**config.mk**
```make
export PLATFORM = sky130hd
export DESIGN_NAME = irig_b_encoder
export DESIGN_NICKNAME = d
export VERILOG_FILES = /design/src/rtl/irig_b_encoder_pkg.sv /design/src/rtl/irig_bit_timer.sv /design/src/rtl/irig_b_encoder.sv
export SDC_FILE = /design/constraint.sdc
export NUM_CORES = 1
export LEC_CHECK = 0
export BUFFER_PORTS_ARGS = -buffer_cell sky130_fd_sc_hd__buf_2
export CAP_MARGIN = 10
export CORE_MARGIN = 5
export CORE_UTILIZATION = 58
export DETAILED_ROUTE_END_ITERATION = 6
export PLACE_DENSITY = 0.77
export SETUP_SLACK_MARGIN = 0.3
export SLEW_MARGIN = 10
export SYNTH_ARGS = -nofsm -noshare
export SYNTH_HDL_FRONTEND = slang
export SYNTH_SLANG_ARGS = --single-unit
```
**constraint.sdc**
```tcl
create_clock -name clk -period 4.6 [get_ports clk]
set_input_delay 0.69 -clock clk [delete_from_list [all_inputs] [get_ports clk]]
set_output_delay 0.69 -clock clk [all_outputs]
set_load 0.005 [all_outputs]
```
**src/rtl/irig_b_encoder_pkg.sv**
```systemverilog
// irig_pkg: IRIG-B symbol encodings, pulse widths and frame map shared by the encoder.
package irig_pkg;
    typedef enum logic [1:0] {ZERO = 2'b00, ONE = 2'b01, MARK = 2'b10} bit_t;
    typedef enum logic {IDLE, RUN} state_t;
    localparam logic [3:0] W_ZERO = 4'd2, W_ONE = 4'd5, W_MARK = 4'd8;
    localparam int SLOTS_PER_BIT = 10, FRAME_BITS = 100;
    localparam int SEC_U = 1, SEC_T = 6, MIN_U = 10, MIN_T = 15, HR_U = 20, HR_T = 25;
    localparam int DAY_U = 30, DAY_T = 35, DAY_H = 40, SBS_LO = 80, SBS_HI = 90;

    function automatic logic is_marker(input logic [6:0] idx);
        return idx == 7'd0 || idx % 7'd10 == 7'd9;
    endfunction

    function automatic logic [3:0] pulse_width(input bit_t t);
        return t == MARK ? W_MARK : t == ONE ? W_ONE : W_ZERO;
    endfunction

    function automatic bit_t bit_type_of(input logic [6:0] idx, input logic [6:0] sec,
                                         input logic [6:0] min, input logic [5:0] hr,
                                         input logic [9:0] day, input logic [16:0] sbs);
        logic [FRAME_BITS-1:0] f;
        f = '0;
        f[SEC_U+:4] = sec[3:0];
        f[SEC_T+:3] = sec[6:4];
        f[MIN_U+:4] = min[3:0];
        f[MIN_T+:3] = min[6:4];
        f[HR_U+:4] = hr[3:0];
        f[HR_T+:2] = hr[5:4];
        f[DAY_U+:4] = day[3:0];
        f[DAY_T+:4] = day[7:4];
        f[DAY_H+:2] = day[9:8];
        f[SBS_LO+:9] = sbs[8:0];
        f[SBS_HI+:8] = sbs[16:9];
        return is_marker(idx) ? MARK : f[idx] ? ONE : ZERO;
    endfunction
endpackage

```
**src/rtl/irig_bit_timer.sv**
```systemverilog
// irig_bit_timer: ms tick counter and 10-slot bit-cell counter, held at zero while clear is high.
module irig_bit_timer
    import irig_pkg::*;
#(
    parameter int CLK_PER_MS = 100000,
    parameter int MS_CNT_W = $clog2(CLK_PER_MS)
) (
    input  logic       clk,
    input  logic       rst_n,
    input  logic       clear,
    output logic [3:0] slot,
    output logic       slot_end,
    output logic       bit_end
);
    logic [MS_CNT_W-1:0] ms;

    assign slot_end = ms == MS_CNT_W'(CLK_PER_MS - 1);
    assign bit_end = slot_end && slot == 4'(SLOTS_PER_BIT - 1);

    always_ff @(posedge clk) begin
        if (!rst_n || clear) begin
            ms <= '0;
            slot <= '0;
        end else begin
            ms <= slot_end ? '0 : ms + 1'b1;
            slot <= bit_end ? 4'd0 : slot_end ? slot + 4'd1 : slot;
        end
    end
endmodule

```
**src/rtl/irig_b_encoder.sv**
```systemverilog
// irig_b_encoder: IRIG-B DC level-shift encoder from latched BCD time.
// Define IRIG_SBS_EN to add the sbs_in port and transmit straight binary seconds in bits 80-97.
module irig_b_encoder
    import irig_pkg::*;
#(
    parameter int CLK_PER_MS = 100000,
    parameter int MS_CNT_W = $clog2(CLK_PER_MS)
) (
    input  logic        clk,
    input  logic        rst_n,
    input  logic        en,
    input  logic [6:0]  sec_bcd,
    input  logic [6:0]  min_bcd,
    input  logic [5:0]  hr_bcd,
    input  logic [9:0]  day_bcd,
`ifdef IRIG_SBS_EN
    input  logic [16:0] sbs_in,
`endif
    output logic        irig_out,
    output logic        frame_start,
    output logic [6:0]  bit_idx,
    output logic [1:0]  bit_type
);
    state_t state, state_nxt;
    bit_t type_q, type_nxt;
    logic [6:0] idx_nxt, sec_q, min_q;
    logic [5:0] hr_q;
    logic [9:0] day_q;
    logic [16:0] sbs_q, sbs_now;
    logic [3:0] slot, slot_nxt;
    logic slot_end, bit_end, load, irig_nxt;

`ifdef IRIG_SBS_EN
    assign sbs_now = sbs_in;
`else
    assign sbs_now = '0;
`endif

    irig_bit_timer #(.CLK_PER_MS(CLK_PER_MS), .MS_CNT_W(MS_CNT_W)) u_timer (
        .clk(clk),
        .rst_n(rst_n),
        .clear(state == IDLE),
        .slot(slot),
        .slot_end(slot_end),
        .bit_end(bit_end)
    );

    assign bit_type = type_q;

    always_ff @(posedge clk) begin
        if (!rst_n) begin
            state <= IDLE;
            bit_idx <= '0;
            frame_start <= 1'b0;
            irig_out <= 1'b0;
            type_q <= ZERO;
            sec_q <= '0;
            min_q <= '0;
            hr_q <= '0;
            day_q <= '0;
            sbs_q <= '0;
        end else begin
            state <= state_nxt;
            bit_idx <= idx_nxt;
            frame_start <= load;
            irig_out <= irig_nxt;
            type_q <= type_nxt;
            if (load) begin
                sec_q <= sec_bcd;
                min_q <= min_bcd;
                hr_q <= hr_bcd;
                day_q <= day_bcd;
                sbs_q <= sbs_now;
            end
        end
    end

    // Outputs are registered, so everything is computed for the cycle about to begin.
    always_comb begin
        state_nxt = state;
        idx_nxt = bit_idx;
        load = 1'b0;
        if (state == IDLE) begin
            if (en) begin
                state_nxt = RUN;
                load = 1'b1;
                idx_nxt = '0;
            end
        end else if (bit_end) begin
            if (bit_idx == 7'(FRAME_BITS - 1)) begin
                idx_nxt = '0;
                load = en;
                state_nxt = en ? RUN : IDLE;
            end else begin
                idx_nxt = bit_idx + 7'd1;
            end
        end
        slot_nxt = bit_end ? 4'd0 : slot_end ? slot + 4'd1 : slot;
        type_nxt = state_nxt == RUN ? bit_type_of(idx_nxt, load ? sec_bcd : sec_q,
                                                  load ? min_bcd : min_q, load ? hr_bcd : hr_q,
                                                  load ? day_bcd : day_q, load ? sbs_now : sbs_q)
                                    : ZERO;
        irig_nxt = state_nxt == RUN && slot_nxt < pulse_width(type_nxt);
    end
endmodule

```
==> results of run 1 <==
## cell families (layout without fill, tap and decap cells)
group | Yosys count | after routing | share of synthesized area [%]
flops | 80 | 80 | 40.4
mux | 53 | 53 | 13.8
simple gates | 183 | 183 | 25.6
compound gates | 59 | 59 | 10.7
fa+ha+maj | 8 | 8 | 2.53
xor+xnor | 13 | 13 | 2.88
buf+inv | 34 | 94 | 4.11
## placed cells by master, fill, tap and decap left out, types with 3 or more instances in the layout
cell / n
a21oi_1: 12
or3_1: 4
dfxtp_1: 77
and2_1: 8
ha_1: 7
clkbuf_8: 9
o21ai_0: 5
buf_4: 24
nand2b_1: 5
mux2i_1: 41
o211ai_1: 3
o22ai_1: 3
inv_1: 9
a31oi_1: 6
dfxtp_2: 3
nor2b_1: 39
mux2_2: 10
nor3_1: 5
nand2_1: 31
buf_2: 43
nand3_1: 17
and3_1: 28
nor2_1: 27
xor2_1: 11
nand4_1: 4
## flip-flops by register name (all words and copies together), names as in the netlist
| name | cells |
|---|---|
| u_timer.ms | 17 |
| irig_out | 1 |
| day_q | 10 |
| state | 1 |
| hr_q | 6 |
| bit_type | 2 |
| sbs_q | 17 |
| bit_idx | 7 |
| min_q | 7 |
| frame_start | 1 |
| sec_q | 7 |
| u_timer.slot | 4 |
## worst max path at each step
stage | start | endpoint | slack [ps] | cells past startpoint
after floorplan | u_timer.ms[0] | irig_out | 840 | 20
after global placement | u_timer.ms[0] | irig_out | 400 | 18
after detailed placement | u_timer.ms[0] | irig_out | 250 | 18
after CTS | u_timer.ms[0] | irig_out | 320 | 19
after global routing | u_timer.ms[0] | irig_out | 120 | 20
final | u_timer.ms[0] | irig_out | 370 | 20
## worst max-delay path, stage by stage (launching register included)
cell and delay (ps):
dfxtp_2 380, ha_4 150, and4_4 240, nand4_1 110, buf_6 160, o41a_4 520, buf_4 190, mux2i_1 140
mux2_1 300, o221ai_1 250, nand4_1 170, o31a_1 140, a221oi_2 300, and2_1 180, ha_1 220, inv_1 60
ha_1 230, a21oi_2 120, nor2b_1 50, o21ai_1 100, and3b_1 150
## report_power, final
| group | internal (mW) | switching [mW] | total (mW) | leakage (nW) |
|---|---|---|---|---|
| clock network | 0.309 | 0.267 | 0.576 | 0.103 |
| registers | 0.711 | 0.00773 | 0.719 | 0.652 |
| logic | 0.0548 | 0.0589 | 0.114 | 1.33 |
| total | 1.07 | 0.334 | 1.41 | 2.08 |
## per-layer routing
| layer | GRT usage (%) | part of all wire (%) | vias up |
|---|---|---|---|
| li1 | - | - | 1640 |
| met1 | 26.8 | 45 | 1555 |
| met2 | 32.1 | 46 | 103 |
| met3 | 4.79 | 5.6 | 23 |
| met4 | 10.7 | 3.0 | 0 |
| met5 | 0 | 0 | - |
## layout make-up
class	instances	share of cell area, %
clock inverters	6	1.99
clock buffers	10	2.75
repair buffers	69	8.99
flip-flops and latches	80	34.5
well taps	80	2.15
multi-input cells	316	48.9
inverters	9	0.727
## repair_timing
item                                    CTS  global route
hold buffers                              0             0
gates resized for setup                   2            18
pin swaps                                 1             6
setup buffers                             0            12
endpoints found under the setup margin    1             1
==> run_results.csv, run 1 <==
group,metric,value,unit
status,status,"finished, final reports clean",
cells_and_area,seq_area,1610,µm²
floorplan,die_height,92.6,µm
sta,min_period,4230,ps
sta,tightest_slew,788,ps
pwr,peakVddDrop,0.000233,V
synth,syn_nets,471,
global_routing,overflow,0,
synth,synth_cell_type_count,56,
global_routing,grt_pass1_wl,14500,µm
global_routing,grt_max_degree,59,
synth,synth.most_common_cell,"dfxtp_1",
clock_network,numCtsBuffers,9,
detailed_routing,drcViolationCount,0,
pwr,p_per_area,303,nW/µm²
sta,skew,10.2,ps
placed_design,placed_area,4250,µm²
floorplan,die_area,8580,µm²
worst_setup_path,rrSetupSlack,370,ps
placed_design,port_buffers,43,
flow_run,cap_violations,0,
cells_and_area,multi_input_area,2270,µm²
cells_and_area,nNetsFinal,526,
sta,slew_headroom,47.5,%
floorplan,core_area,6720,µm²
detailed_routing,ant_nets,0,
min_path,hp-class,"reg -> reg",
detailed_routing,drtIter0Drc,181,
synth,yosysTopAreaCell,"dfxtp_1",
pwr,power.leakage,2.08,nW
worst_setup_path,r2r-end,"irig_out",
global_routing,grtUsageTotal,20.7,%
placed_design,dpl.hpwl,5910,µm
worst_setup_path,worstReg2RegStart,"u_timer.ms[0]",
placed_design,place_ws,250,ps
synth,ys_seq_elements,80,
synth,synth-async-reset-ratio,0,%
synth,yosys_warnings,0,
placed_design,place_inst,542,
sta,fin_tns_setup,0,ps
min_path,holdPathEnd,"sbs_q[4]",
synth,synthTopCellsByArea,"dfxtp_1 (40%), mux2i_1 (10%), nor2b_1 (6.2%)",
sta,worst_slack,370,ps
floorplan,row_count,30,
synth,ys_seq_area_share,40.4,%
clock_network,clkSlewWorstSetupHoldPaths,90,ps
cells_and_area,fill_cells,534,
clock_network,htree_num_levels,3,
detailed_routing,viasPerCell,5.83,
min_path,min_from,"sbs_q[4]",
worst_setup_path,required,4900,ps
detailed_routing,firstDrtPassIters,5,
detailed_routing,vias,3321,
sta,timing.hold.ws,482,ps
global_routing,grt_pass1_vias,3180,
cells_and_area,final_cells,570,
cells_and_area,drive_gt1_share,23.1,%
detailed_routing,drt-total-wl,9050,µm
pwr,power,1.41,mW
synth,synth_common_cells,"dfxtp_1 (80), mux2i_1 (41), nor2b_1 (39), nand2_1 (31), and3_1 (28)",
clock_network,clock-sinks,80,
worst_setup_path,r2r_cells,20,
synth,avgSynthCellArea,9.21,µm²
min_path,whs_path_depth,1,
synth,ys.flop_type,"dfxtp_1",
clock_network,clock_path_buffers,2,
floorplan,initial_core_util,58.9,%
worst_setup_path,crit_type,"reg -> reg",
worst_setup_path,crit_arrival,4530,ps
sta,setup_viol,0,
clock_network,clkLatencyLatePin,350,ps
global_routing,antenna_found_initial,0,
clock_network,cts_tree,"yes",
worst_setup_path,start_kind,"flip-flop",
synth,syn_inst,430,
synth,synth.top_cell.area_share,40.4,%
cells_and_area,antenna_cells,0,
sta,rsz0062_at_grt,"false",
sta,slew_violations,0,
floorplan,io_pins,44,
synth,synth_edf_count,0,
sta,hold_violations,0,
cells_and_area,fin_util,69.2,%
cells_and_area,final_area,4650,µm²
sta,fmax,236,MHz
worst_setup_path,cp-end-kind,"flip-flop",
placed_design,place_congestion,0.887,
sta,finalCritPeriodShare,92.0,%
floorplan,die_w,92.6,µm
detailed_routing,post_drt_wl_per_cell,15.9,µm
synth,syn_area,3960,µm²
cells_and_area,synthToLayoutAreaGrowth,17.4,%
worst_setup_path,crit_fanout,6,
clock_network,root_buffer,"clkbuf_8",
Power figures use the tool's default switching activity.
==> run 2, diff against run 1 <==
Settings changed: ABC_AREA set to 1, CORE_UTILIZATION 58 to 59, PLACE_DENSITY 0.77 to 0.78.
==> run 2 against run 1 <==
Utilization is 2.5 points lower. Register-to-register slack better by 320 ps. Sequential cell count stayed put. Total power is 0.88% lower. Clock skew is 3.1 ps higher. Sequential share of layout area is 1.3 points lower. Clock-buffer cell count is 1 higher. Synthesized cell count is 48% higher. Sequential power is 0.6% higher. Critical path type unchanged. Highest routed layer unchanged.
==> run_results.csv, run 2 <==
group,metric,value,unit
synth,syn_area,4330,µm²
cells_and_area,seq_area,1600,µm²
clock_network,cts_tree,"yes",
cells_and_area,synthToLayoutAreaGrowth,11.3,%
global_routing,antenna_found_initial,0,
sta,slew_violations,0,
synth,yosysTopAreaCell,"dfxtp_1",
worst_setup_path,cpLargestDelayFamily,"simple AND/OR/NAND/NOR gates",
cells_and_area,layout_commonest_cell,"nand2_1",
detailed_routing,post_drt_wl_per_cell,13.0,µm
global_routing,grtUsageTotal,23.3,%
synth,synth.top_cell.area_share,37.0,%
cells_and_area,drive_gt1_share,16.5,%
worst_setup_path,crit_type,"reg -> reg",
sta,tightest_slew,941,ps
synth,synth_edf_count,0,
floorplan,core_area,7210,µm²
detailed_routing,drt-total-wl,10100,µm
detailed_routing,drtIter0Drc,252,
clock_network,clkSlewWorstSetupHoldPaths,80,ps
sta,finalCritPeriodShare,85.0,%
cells_and_area,multi_input_area,2360,µm²
synth,yosys_warnings,0,
synth,syn_nets,676,
worst_setup_path,required,4830,ps
clock_network,clock_path_buffers,2,
global_routing,grt_max_degree,56,
cells_and_area,reg.largest.list,"sbs_q: 17 flops, u_timer.ms: 17 flops, day_q: 10 flops",
placed_design,place_inst,761,
clock_network,clkLatencyLatePin,350,ps
floorplan,initial_core_util,60.0,%
floorplan,die_height,95.6,µm
detailed_routing,firstDrtPassIters,5,
synth,synth-async-reset-ratio,0,%
status,status,"finished, final reports clean",
pwr,peakVddDrop,0.000230,V
cells_and_area,antenna_cells,0,
pwr,p_per_area,290,nW/µm²
synth,synth_cell_type_count,49,
global_routing,grt_pass1_vias,3748,
floorplan,row_count,31,
sta,hold_violations,0,
cells_and_area,fill_cells,676,
sta,min_period,3910,ps
floorplan,io_pins,44,
detailed_routing,drcViolationCount,0,
sta,rsz0062_at_grt,"false",
synth,syn_inst,635,
cells_and_area,final_cells,778,
synth,ys.flop_type,"dfxtp_1",
detailed_routing,ant_nets,0,
pwr,power.leakage,2.11,nW
clock_network,clock-sinks,80,
sta,setup_viol,0,
worst_setup_path,crit_fanout,44,
sta,skew,13.2,ps
placed_design,dpl.hpwl,7240,µm
placed_design,port_buffers,43,
cells_and_area,final_cell_mix,"nand2_1 (156), nor2_1 (105), dfxtp_1 (80), inv_1 (52), nand3_1 (46)",
detailed_routing,vias,4158,
flow_run,cap_violations,0,
worst_setup_path,slowest_stage,"dfxtp_1",
global_routing,overflow,0,
detailed_routing,viasPerCell,5.34,
worst_setup_path,crit_arrival,4140,ps
floorplan,die_w,95.6,µm
cells_and_area,nNetsFinal,715,
worst_setup_path,cp-end-kind,"flip-flop",
clock_network,root_buffer,"clkbuf_8",
global_routing,grt_pass1_wl,17100,µm
sta,slew_headroom,37.2,%
synth,ys_seq_area_share,37.0,%
worst_setup_path,crit_buf_inv,4,
clock_network,numCtsBuffers,9,
worst_setup_path,start_kind,"flip-flop",
placed_design,place_congestion,0.920,
sta,fin_tns_setup,0,ps
synth,synth.most_common_cell,"nand2_1",
synth,ys_seq_elements,80,
min_path,hp-class,"reg -> reg",
synth,synth_common_cells,"nand2_1 (156), nor2_1 (106), dfxtp_1 (80), inv_1 (52), nand3_1 (46)",
synth,avgSynthCellArea,6.81,µm²
synth,synthTopCellsByArea,"dfxtp_1 (37%), nand2_1 (14%), nor2_1 (9.2%)",
sta,fmax,256,MHz
clock_network,htree_num_levels,3,
worst_setup_path,cpPeakStageDelay,380,ps
floorplan,die_area,9140,µm²
==> run 2: timing repair <==
action,CTS,global route
setup endpoints to repair,0,1
buffers inserted,0,1
resized for setup,0,3
hold buffers,0,0
==> run 2: cell families (layout without fill, tap and decap cells) <==
group,Yosys count,in the layout,synth area share (%)
muxes,1,1,0.231
AOI/OAI and AO/OA,81,81,11.6
adders and majority gates,8,8,2.31
buffers and inverters,87,131,8.53
and+or+nand+nor,374,374,39.5
DFF,80,80,37.0
xor gates and xnor gates,4,4,0.810
==> run 2: per-layer routing <==
| metal | GRT usage, % | wire length (µm) | part of all wire, % | vias up |
|---|---|---|---|---|
| li1 | - | - | - | 2120 |
| met1 | 32.2 | 4690 | 46 | 1874 |
| met2 | 36.8 | 4590 | 45 | 140 |
| met3 | 4.26 | 617 | 6.1 | 24 |
| met4 | 7.35 | 215 | 2.1 | 0 |
| met5 | 0 | 0 | 0 | - |
==> run 2: worst reg2reg max path: stages (launching register included) <==
cell       delay [ps]
dfxtp_1           380
ha_1              210
nand3_2           130
clkinv_1           80
nand3_2           120
nor2_8            200
nand2_4            90
o21ai_2           170
nand2_4           160
buf_12            210
or2_2             300
o21ai_0           110
o21ai_0           100
nor2_1            100
nor2_1             50
nand2_1            50
nand3_1            70
nand3_1           100
nand2_1            50
nand2_1            80
inv_1              50
ha_1              270
inv_1              40
ha_1              260
o21ai_0            70
a21oi_1            90
a2111oi_1         250
==> run 2: stage by stage <==
| stage | util (%) | power [mW] | area, µm² | setup WS, ps | hold WS, ps |
|---|---|---|---|---|---|
| 2_1_floorplan | - | 0.815 | 4330 | 1350 | 420 |
| 3_3_place_gp | 63.5 | 0.846 | 4580 | 817 | 427 |
| 3_5_place_dp | 63.5 | 0.848 | 4580 | 675 | 429 |
| 4_1_cts | 66.5 | 1.40 | 4800 | 610 | 442 |
| 5_1_grt | 66.7 | 1.45 | 4810 | 325 | 478 |
| 6_report | 66.7 | 1.40 | 4810 | 690 | 448 |
==> run 2: cell type report <==
| class | count | area share (%) |
|---|---|---|
| clock buffer | 11 | 2.73 |
| inverter | 70 | 5.59 |
| sequential | 80 | 33.3 |
| multi-input combinational | 468 | 49.1 |
| timing repair buffer | 45 | 5.04 |
| clock inverter | 5 | 1.69 |
| tap | 99 | 2.57 |
==> run 2: final timing paths <==
| kind | start | endpoint | slack [ps] | depth (start not counted) |
|---|---|---|---|---|
| max | u_timer.ms[0] | irig_out | 690 | 26 |
| min | sbs_q[15] | sbs_q[15] | 450 | 2 |
| max reg2reg | u_timer.ms[0] | irig_out | 690 | 26 |
| min reg2reg | sbs_q[15] | sbs_q[15] | 450 | 2 |
==> run 2: report_power, final <==
group | total, mW | switching (mW) | internal [mW]
Sequential | 0.723 | 0.00907 | 0.714
Combinational | 0.112 | 0.0712 | 0.0411
Clock | 0.561 | 0.255 | 0.306
==> run 3, diff against run 2 <==
Clock period 4.6 ns to 3.6 ns, I/O delays scaled along.
==> run 3 against run 2 <==
Sequential power increased by 27%. Non-clock buffer count increased by 57. Worst setup slack got worse by 610 ps. Cell area increased by 15%. Fmax increased by 11%. Cell count increased by 7.3%. Utilization increased by 10 points. Global-route usage increased by 1.8 points. Clock skew decreased by 4.5 ps. Die area unchanged. Total power increased by 27%. Via count increased by 8.9%. Critical endpoint unchanged. Largest cell class unchanged.
==> run_results.csv, run 3 (same netlist as run 2, synthesis figures left out) <==
group,metric,value,unit
placed_design,place_congestion,0.913,
sta,min_period,3520,ps
worst_setup_path,crit_arrival,3750,ps
floorplan,io_pins,44,
cells_and_area,final_cell_mix,"nand2_1 (141), nor2_1 (94), dfxtp_1 (70), buf_4 (54), inv_1 (49)",
sta,skew,8.70,ps
clock_network,cts_tree,"yes",
detailed_routing,post_drt_wl_per_cell,14.2,µm
sta,finalCritPeriodShare,97.7,%
placed_design,place_ws,-88.1,ps
cells_and_area,seq_area,1610,µm²
placed_design,port_buffers,43,
cells_and_area,fill_cells,549,
cells_and_area,final_cells,835,
cells_and_area,synthToLayoutAreaGrowth,27.9,%
worst_setup_path,cp-end-kind,"flip-flop",
sta,tightest_slew,946,ps
global_routing,grt_pass1_wl,18100,µm
clock_network,clock_path_buffers,2,
clock_network,cts_hold_buf,0,
worst_setup_path,crit_fanout,10,
global_routing,grt_max_degree,56,
detailed_routing,drt-total-wl,11800,µm
worst_setup_path,worstReg2RegStart,"u_timer.ms[0]",
clock_network,clkLatencyLatePin,350,ps
pwr,power.leakage,2.48,nW
worst_setup_path,start_kind,"flip-flop",
clock_network,root_buffer,"clkbuf_8",
cells_and_area,multi_input_area,2610,µm²
worst_setup_path,rrSetupSlack,80,ps
clock_network,htree_num_levels,3,
worst_setup_path,required,3840,ps
pwr,peakVddDrop,0.000247,V
cells_and_area,nNetsFinal,772,
global_routing,grt_pass1_vias,4099,
cells_and_area,antenna_cells,0,
floorplan,die_area,9140,µm²
sta,setup_viol,0,
pwr,p_per_area,319,nW/µm²
floorplan,die_height,95.6,µm
detailed_routing,ant_nets,0,
worst_setup_path,critPathLaunch,"u_timer.ms[0]",
min_path,hp-class,"reg -> reg",
cells_and_area,drive_gt1_share,30.3,%
detailed_routing,drcViolationCount,0,
cells_and_area,reg.largest.list,"sbs_q: 17 flops, u_timer.ms: 17 flops, day_q: 10 flops",
global_routing,grtUsageTotal,25.1,%
detailed_routing,viasPerCell,5.43,
sta,hold_violations,0,
sta,fmax,284,MHz
placed_design,place_inst,791,
placed_design,dpl.hpwl,7850,µm
status,status,"finished, final reports clean",
sta,rsz0062_at_grt,"true",
floorplan,die_w,95.6,µm
clock_network,numCtsBuffers,9,
floorplan,core_area,7210,µm²
detailed_routing,drtIter0Drc,291,
floorplan,initial_core_util,60.0,%
clock_network,clock-sinks,80,
clock_network,clkSlewWorstSetupHoldPaths,80,ps
sta,slew_violations,0,
worst_setup_path,crit_type,"reg -> reg",
sta,slew_headroom,36.8,%
flow_run,cap_violations,0,
cells_and_area,layout_commonest_cell,"nand2_1",
sta,fin_tns_setup,0,ps
detailed_routing,firstDrtPassIters,5,
sta,worst_slack,81.9,ps
min_path,min_from,"sbs_q[12]",
global_routing,overflow,0,
detailed_routing,vias,4530,
global_routing,antenna_found_initial,0,
floorplan,row_count,31,
## run 3: timing repair
| action | in CTS | in global routing |
|---|---|---|
| cloned | 0 | 1 |
| endpoints found under the setup margin | 1 | 1 |
| resized for setup | 51 | 31 |
| pin swaps | 23 | 28 |
| buffers inserted | 18 | 9 |
## run 3: worst max-delay path, cell delays in order, from the launching register on
cell	delay [ps]
dfxtp_2	360
ha_4	160
nand3_4	80
clkinv_2	70
nand3_4	90
nor2_8	110
nand2_4	90
o31ai_2	290
nand2_2	220
inv_2	240
nand4_1	160
nand3_1	140
nand2_1	70
nand2_1	60
inv_1	40
nor2_1	70
nand2_1	90
nand2_2	80
nand2_2	70
ha_4	270
inv_2	40
ha_4	220
o21ai_2	50
a21oi_1	70
a2111oi_0	260
## run 3: per-layer routing
layer  global-route usage [%]  routed length [µm]
met1                     32.5                4900
met2                     40.6                5660
met3                     4.74                 859
met4                     11.3                 403
met5                        0                   0
## run 3: through the flow
step                utilization, %  hold WS, ps  total power, mW  cell area, µm²
floorplan                        -          420             1.04            4330
global placement              66.7          425             1.09            4810
global route                  76.7          454             1.83            5530
detailed placement            66.7          431             1.09            4810
finish                        76.7          445             1.77            5530
CTS                           73.8          444             1.76            5330
## run 3: layout make-up
cell class | count | area share, %
clock buffers | 11 | 2.56
inverters | 70 | 5.11
well taps | 99 | 2.24
multi-input cells | 468 | 47.1
repair buffers | 102 | 12.8
clock inverters | 5 | 1.02
flip-flops and latches | 80 | 29.2
## run 3: final timing paths
path                                  end  depth (start not counted)
worst max-delay path             irig_out                         24
worst min-delay path            sbs_q[12]                          2
worst max register to register   irig_out                         24
worst min register to register  sbs_q[12]                          2
## run 3: power by group
part	internal, mW	leakage, nW	switching (mW)
sequential	0.912	0.657	0.00928
clock	0.339	0.0993	0.333
combinational	0.0703	1.72	0.103
